--- src/rtl/next_pc_unit.sv ---
// -----------------------------------------------------------------------------
// next_pc_unit
//   Selects and registers the next fetch PC. The priority, highest first, is
//   exception > stall > return > jump/call > branch > sequential (pc + 4).
//   An optional return-address stack (RAS) supplies targets for returns.
//
// Build option:
//   NEXT_PC_RAS_EN  - when defined, the return-address stack is included.
//                     When undefined, call is ignored, ret is treated as no
//                     request, ras_empty is tied to 1, and ras_full and
//                     ras_underflow are tied to 0.
//
// Ports:
//   clock          rising-edge clock
//   reset          asynchronous, active-high reset (pc <- RESET_VECTOR)
//   stall          hold pc, RAS and pulses (exc_req still wins)
//   exc_req        redirect to EXC_VECTOR and flush the RAS
//   jump_en        absolute redirect to jump_target
//   jump_target    absolute target
//   call           with jump_en, also push pc + 4 onto the RAS
//   ret            redirect to the popped return address
//   branch_en      relative redirect to pc + branch_offset
//   branch_offset  two's-complement byte offset
//   pc             current PC (registered)
//   pc_plus4       pc + 4 (combinational)
//   ras_empty      RAS holds no entries
//   ras_full       RAS holds RAS_DEPTH entries
//   misalign       one-cycle pulse: a taken target had nonzero bits [1:0]
//   ras_underflow  one-cycle pulse: ret taken while the RAS was empty
// -----------------------------------------------------------------------------
module next_pc_unit #(
  parameter int unsigned ADDR_W       = 32,
  parameter logic [31:0] RESET_VECTOR = 32'h00003000,
  parameter logic [31:0] EXC_VECTOR   = 32'h00004180,
  parameter int unsigned RAS_DEPTH    = 4
) (
  input  logic              clock,
  input  logic              reset,
  input  logic              stall,
  input  logic              exc_req,
  input  logic              jump_en,
  input  logic [ADDR_W-1:0] jump_target,
  input  logic              call,
  input  logic              ret,
  input  logic              branch_en,
  input  logic [ADDR_W-1:0] branch_offset,
  output logic [ADDR_W-1:0] pc,
  output logic [ADDR_W-1:0] pc_plus4,
  output logic              ras_empty,
  output logic              ras_full,
  output logic              misalign,
  output logic              ras_underflow
);

  localparam logic [ADDR_W-1:0] RST_PC     = ADDR_W'(RESET_VECTOR);
  localparam logic [ADDR_W-1:0] EXC_PC     = ADDR_W'(EXC_VECTOR);
  localparam logic [ADDR_W-1:0] PC_STEP    = ADDR_W'(4);
  localparam logic [ADDR_W-1:0] ALIGN_MASK = ~ADDR_W'(3);

  // Signals shared between the PC selector and the (optional) RAS.
  logic              ret_ok;        // ret is a live request in this build
  logic              call_ok;       // call is a live qualifier in this build
  logic              ras_is_empty;  // current RAS count is zero
  logic [ADDR_W-1:0] ras_top;       // entry a pop would return

  logic              push;
  logic              pop;
  logic              flush;

  logic [ADDR_W-1:0] pc_nxt;
  logic [ADDR_W-1:0] target;
  logic              targeted;
  logic              misalign_nxt;
  logic              underflow_nxt;

  assign pc_plus4 = pc + PC_STEP;

  // Next-PC selection in priority order; redirect targets are word-aligned.
  always_comb begin
    pc_nxt        = pc;
    target        = '0;
    targeted      = 1'b0;
    misalign_nxt  = 1'b0;
    underflow_nxt = 1'b0;
    push          = 1'b0;
    pop           = 1'b0;
    flush         = 1'b0;

    if (exc_req) begin
      pc_nxt = EXC_PC;
      flush  = 1'b1;
    end else if (stall) begin
      pc_nxt = pc;
    end else if (ret_ok) begin
      targeted = 1'b1;
      if (ras_is_empty) begin
        target        = pc_plus4;
        underflow_nxt = 1'b1;
      end else begin
        target = ras_top;
        pop    = 1'b1;
      end
    end else if (jump_en) begin
      targeted = 1'b1;
      target   = jump_target;
      push     = call_ok;
    end else if (branch_en) begin
      targeted = 1'b1;
      target   = pc + branch_offset;
    end else begin
      pc_nxt = pc_plus4;
    end

    if (targeted) begin
      pc_nxt       = target & ALIGN_MASK;
      misalign_nxt = |target[1:0];
    end
  end

  // PC and misalign pulse registers.
  always_ff @(posedge clock or posedge reset) begin
    if (reset) begin
      pc       <= RST_PC;
      misalign <= 1'b0;
    end else begin
      pc       <= pc_nxt;
      misalign <= misalign_nxt;
    end
  end

`ifdef NEXT_PC_RAS_EN

  localparam int unsigned PTR_W = (RAS_DEPTH > 1) ? $clog2(RAS_DEPTH) : 1;
  localparam int unsigned CNT_W = $clog2(RAS_DEPTH + 1);
  localparam logic [CNT_W-1:0] CNT_MAX = CNT_W'(RAS_DEPTH);

  // Circular stack: top_q points at the newest entry. A push on a full stack
  // lands on the oldest slot, which is exactly top_q + 1 when count is full.
  logic [ADDR_W-1:0] ras_mem [RAS_DEPTH];
  logic [PTR_W-1:0]  top_q;
  logic [PTR_W-1:0]  top_nxt;
  logic [CNT_W-1:0]  cnt_q;
  logic [CNT_W-1:0]  cnt_nxt;

  assign ret_ok       = ret;
  assign call_ok      = call;
  assign ras_is_empty = (cnt_q == '0);
  assign ras_top      = ras_mem[top_q];

  // Stack pointer and saturating count update.
  always_comb begin
    cnt_nxt = cnt_q;
    top_nxt = top_q;
    if (flush) begin
      cnt_nxt = '0;
    end else if (pop) begin
      cnt_nxt = cnt_q - CNT_W'(1);
      top_nxt = top_q - PTR_W'(1);
    end else if (push) begin
      top_nxt = top_q + PTR_W'(1);
      if (cnt_q != CNT_MAX) begin
        cnt_nxt = cnt_q + CNT_W'(1);
      end
    end
  end

  // Stack control and status registers.
  always_ff @(posedge clock or posedge reset) begin
    if (reset) begin
      top_q         <= '0;
      cnt_q         <= '0;
      ras_empty     <= 1'b1;
      ras_full      <= 1'b0;
      ras_underflow <= 1'b0;
    end else begin
      top_q         <= top_nxt;
      cnt_q         <= cnt_nxt;
      ras_empty     <= (cnt_nxt == '0);
      ras_full      <= (cnt_nxt == CNT_MAX);
      ras_underflow <= underflow_nxt;
    end
  end

  // Entry storage; contents survive reset, only the count is cleared.
  always_ff @(posedge clock) begin
    if (push) begin
      ras_mem[top_q + PTR_W'(1)] <= pc_plus4;
    end
  end

`else

  logic unused_ras;

  assign ret_ok        = 1'b0;
  assign call_ok       = 1'b0;
  assign ras_is_empty  = 1'b1;
  assign ras_top       = '0;
  assign ras_empty     = 1'b1;
  assign ras_full      = 1'b0;
  assign ras_underflow = 1'b0;
  assign unused_ras    = ^{call, ret, push, pop, flush, underflow_nxt};

`endif

endmodule

--- config.mk ---
export PLATFORM = sky130hd
export DESIGN_NAME = next_pc_unit
export DESIGN_NICKNAME = d
export VERILOG_FILES = /design/src/rtl/next_pc_unit.sv
export SDC_FILE = /design/constraint.sdc
export NUM_CORES = 1
export LEC_CHECK = 0
export ABC_AREA = 1
export CORE_UTILIZATION = 40
export DETAILED_ROUTE_END_ITERATION = 16
export GPL_ROUTABILITY_DRIVEN = 0
export PLACE_DENSITY = 0.72
export SLEW_MARGIN = 5
export SYNTH_ARGS = -nofsm -noshare
export SYNTH_HDL_FRONTEND = slang
export SYNTH_SLANG_ARGS = --single-unit
--- constraint.sdc ---
create_clock -name clock -period 1.9 [get_ports clock]
set_clock_uncertainty 0.2 [all_clocks]
set_input_delay 0.285 -clock clock [delete_from_list [all_inputs] [get_ports clock]]
set_output_delay 0.285 -clock clock [all_outputs]
set_load 0.01 [all_outputs]
==> impl_results.md, run 1 <==
* Total global-route track usage at 69.29%
* Avg Cell Area, Syn at ~5.5 um2
* Starting density of the core at slightly above 40%
* Status: did not finish
* Port Buffers at 130
* WEP type: primary output
* Die Span X at 114.2 um
* Err: [ERROR GRT-0232] Routing congestion too high. Check the congestion heatmap in the GUI.
* Grt total ovfl at between 90 and 100
* Largest net degree at the start of global routing at 39
* Worst EP post-GRT repair: pc_plus4[28]
* Synth Instances at 910
* Top cells by area, synth: nand2_1 (26%), dfrtp_1 (14%), inv_1 (9.2%), ha_1 (7.5%), nor2_1 (6.7%)
* Yosys top cell area share at 26.09%
* Netlist Area Pre-Place at ~5000 um2
* Synth cell types at 51
* DP Wirelength at 16.92 mm
* Last stage reached: global routing
* Cts bufs inserted at 5
* Die Y at 114.2 um
* I/O pins at 140
* Largest area contributor in the netlist: nand2_1
* H-tree depth at 2
* Post-CTS Hold Fix Bufs at 0
* CTS Buffer Depth at 2
* Root Driver: clkbuf_16
* Yosys Warn Count at 0
* DP Worst Slack at -0.6865 ns
* Num rows at 40
* Seq/Total Area, Yosys at between 10% and 20%
* Clock Sinks at 31
* Placed instance count at 1363
* Seq cells post-synth at 31
per-layer routing:
layer | GRT usage (%) | GRT overflow
met5 | 5.882 | 0
met4 | 72.29 | 35
met3 | 45.69 | 0
met2 | 92.36 | 62
met1 | 69.36 | 0
metrics by stage:
step,cell area [um2],setup TNS [ns]
2_1_floorplan,5416,-1.001
3_3_place_gp,8219,-26.97
3_5_place_dp,8219,-27.77
4_1_cts,9599,-21.36
what timing repair did:
| action | CTS |
|---|---|
| pin swaps | 180 |
| gates resized for setup | 395 |
| setup endpoints to repair | 65 |
| setup buffers | 64 |
kinds of logic after synthesis:
kind of cell / count (synthesis) / share of synthesized area (%)
and+or+nand+nor: 580 / 50.72
buffers and inverters: 166 / 13.15
AOI/OAI and AO/OA: 83 / 9.642
DFF: 31 / 15.46
adders and majority gates: 30 / 7.455
xor gates and xnor gates: 18 / 3.430
other: 2 / 0.1492
Yosys cell counts (all sizes together):
master and count:
o311ai 2, nor3b 2, nor2 103, ha 30, a31oi 5, clkinv 4
a21oi 38, nand3 66, clkbuf 6, o22ai 1, dfstp 2, buf 17
or2 7, and2 5, a32o 1, a211oi 1, o21ai 23, nand3b 7
xor2 15, inv 139, o21bai 3, nor3 23, nand2 356, a22oi 1
a21o 2, nor4 1, conb 2, xnor2 3, o31ai 2, nand4 10
o221ai 2, dfrtp 29, o211ai 2
==> inputs of run 2 (changes only) <==
--- a/config.mk
+++ b/config.mk
@@ -6,10 +6,10 @@
 export NUM_CORES = 1
 export LEC_CHECK = 0
 export ABC_AREA = 1
-export CORE_UTILIZATION = 40
+export CORE_UTILIZATION = 25
 export DETAILED_ROUTE_END_ITERATION = 16
 export GPL_ROUTABILITY_DRIVEN = 0
-export PLACE_DENSITY = 0.72
+export PLACE_DENSITY_LB_ADDON = 0.15
 export SLEW_MARGIN = 5
 export SYNTH_ARGS = -nofsm -noshare
 export SYNTH_HDL_FRONTEND = slang
==> constraint.sdc (replaced) <==
create_clock -name clock -period 2.5 [get_ports clock]
set_clock_uncertainty 0.2 [all_clocks]
set_input_delay 0.375 -clock clock [delete_from_list [all_inputs] [get_ports clock]]
set_output_delay 0.375 -clock clock [all_outputs]
set_load 0.01 [all_outputs]
==> impl_results.md, run 2 <==
* Port Buffers at 130 (unchanged)
* Critical path startpoint category: register
* Max-cap viol count at 0
* Worst Hold Class: in2async
* Avg Cell Area, Syn at 5.533 um2 (unchanged)
* CTS tree: done
* Async SR Flop Fraction at 100.0% (unchanged)
* Max reg flops at 30
* CTS Buffer Depth at 2 (unchanged)
* Unrepaired setup endpoints after global routing: true
* Die Y at 143.9 um (was 114.2 um)
* Pwr dens at approximately 420 nW/um2
* Setup CP Type: reg2out
* Crit. End Element: output pin
* Final hold vios at 0
* Most common cell after layout, fill and taps aside: nand2_1
* Total wire length at 23.19 mm
* Seq cells post-synth at 31 (unchanged)
* Die Span X at 143.9 um (was 114.2 um)
* Failing checks: negative setup slack
* Number of global-route vias before repair at ~6300
* Most common cell in the synthesized netlist: nand2_1 (unchanged)
* Met3 GRT Util at 1.766%
* Synth cell types at 51 (unchanged)
* Num rows at 51 (was 40)
* Top cells by area, synth: nand2_1 (26%), dfrtp_1 (14%), inv_1 (9.2%), ha_1 (7.5%), nor2_1 (6.7%) (unchanged)
* Area of the multi-input gates at 4433 um2
* Starting DRT DRC Count at 427
* Ant diodes at 0
* Die ar. at 20710 um2
* Final Cycle Share at 101.3%
* First-pass GRT wire length at 33.60 mm
* Synth Instances at 910 (unchanged)
* Synth Flop Type: dfrtp_1 (unchanged)
* Final #Nets at between 1000 and 1500
* Starting density of the core at 25.70% (was 41.40%)
* Fraction of layout cells with a size suffix above 1 at between 30% and 40%
* H-tree depth at 2 (unchanged)
* Post-synth top cells: nand2_1 (350), inv_1 (124), nor2_1 (90) (unchanged)
* Status: finished with violations (was did not finish)
* Filler cells at 2062
* Max Freq at between 300 and 400 MHz
* Final Max Tran Viols at 0
* Routed WL per cell at around 16 um
* Root Driver: clkbuf_16 (unchanged)
* Post-synth EDFFs at 0 (unchanged)
* CP arrival at 1.96 ns
* Most frequent cells in the layout: nand2_1 (286), buf_4 (176), inv_1 (120)
* GRT met2 Usage at around 38%
* Post-route ant nets at 0
* CP peak stage delay at 0.62 ns
* Post-layout util at between 40% and 50%
* Area grow syn2layout at 79.00%
* Yosys Warn Count at 0 (unchanged)
* Pre-antenna DRT Iters at 5
* CTS clk-pin slew, worst paths at ~0.06 ns
* Initial antenna violation count at 0
* # DRC at 0
* Lkg Pwr at 4.570 nW
* Post-CTS Hold Fix Bufs at 0 (unchanged)
* I/O pins at 140 (unchanged)
* Setup WS post-layout at -0.03363 ns
* Path depth of the worst reg2reg path at 13
* Fin Hold WS at 0.2930 ns
* Max FO, Critical Path at 3
* Clock latency on the worst-skew pair at 0.29 ns
* Largest area contributor in the netlist: nand2_1 (unchanged)
* Reg with most FFs: pc
* Core box area at 19590 um2
* Met1 track utilization from global routing at between 20% and 30%
* Register area at a little under 800 um2
* Cts bufs inserted at 5 (unchanged)
* Fin crit period at 2.534 ns
* Finish-stage setup viols at 5
* Vias per Instance at 4.601
* Clock Sinks at 31 (unchanged)
* Grt total ovfl at 0
* Yosys top cell area share at 26.09% (unchanged)
* DP Wirelength at 18.69 mm (was 16.92 mm)
* Worst path slowest cell: dfstp_2
* Total global-route track usage at a little over a fifth
* Critical Path RT at ~1.9 ns
* Gr busiest metal: met2
* Largest regs: pc: 30 flops, misalign: 1 flops
* Largest net degree at the start of global routing at 32
* Via count at around 7000
* Seq/Total Area, Yosys at 15.46% (unchanged)
* Netlist Area Pre-Place at 5035 um2 (unchanged)
* Critical-path cell list: nand2_4 -> nor3_4 -> nand2_2 -> nor2_4 -> nand2_2 -> xor2_2 -> inv_1 -> clkbuf_2
* Crit-path most repeated cell: nand2_2
* Tot Pwr at 3.742 mW
* IR Drop Worst-Case VDD at 0.0002610 V
-- run 2: cell counts after synthesis --
Identical to the previous run, type by type.
-- run 2: final timing paths --
kind | slack (ns) | to | from
max | -0.03 | pc_plus4[30] | pc[12]
min | 0.29 | pc[29] | reset
max reg2reg | 0.04 | pc[22] | pc[14]
min reg2reg | 0.42 | pc[26] | pc[26]
max in group asynchronous | 1.43 | pc[19] | reset
min in group clock | 0.42 | pc[26] | pc[26]
-- run 2: cell type report --
class | count | area share [%]
clock buffer | 8 | 1.735
inverter | 143 | 6.011
multi-input combinational | 718 | 49.19
sequential | 31 | 8.788
tap | 265 | 3.679
timing repair buffer | 320 | 30.60
-- run 2: per-layer routing --
metal	wire length, um	share of wire [%]
met2	11460	49
met4	476	2.1
met3	863	3.7
met1	10390	45
met5	0	0
-- run 2: stage by stage --
step / instances / cell area (um2) / TNS, ns / setup WS [ns]
after global routing: 1485 / 9012 / -1.050 / -0.09456
after detailed placement: 1433 / 7700 / -5.975 / -0.2750
after CTS: 1464 / 8244 / -0.8596 / -0.2104
after global placement: 1433 / 7700 / -5.661 / -0.2849
final: 1485 / 9012 / -0.1238 / -0.03363
after floorplan: 915 / 5054 / 0 / 0.3564
-- run 2: logic make-up (layout without fill, tap and decap cells) --
group | count (synthesis) | after routing | share of synthesized area [%]
flip-flops | 31 | 31 | 15.46
other | 2 | 7 | 0.1492
AO/OA/AOI/OAI | 83 | 83 | 9.642
AND/OR/NAND/NOR | 580 | 580 | 50.72
buffers and inverters | 166 | 471 | 13.15
XOR/XNOR | 18 | 18 | 3.430
adder cells (fa/ha/maj) | 30 | 30 | 7.455
-- run 2: what timing repair did --
| item | in CTS | in global routing |
|---|---|---|
| setup endpoints to repair | 35 | 46 |
| buffers inserted | 24 | 21 |
| pin swaps | 28 | 48 |
| hold endpoints to repair | 0 | 0 |
| gates resized for setup | 116 | 193 |
-- run 2: worst max-delay path: cells and delay by family, from the launching register on --
family	cells	cell delay, ns
simple gates	5	0.70
flops	1	0.62
buf+inv	2	0.18
xor+xnor	1	0.17
-- run 2: power breakdown --
group / leakage (nW) / switching (mW) / internal (mW)
clock network: 0.0772 / 0.243 / 0.424
logic: 4.12 / 1.26 / 1.15
registers: 0.376 / 0.102 / 0.570
Power figures use the tool's default switching activity.
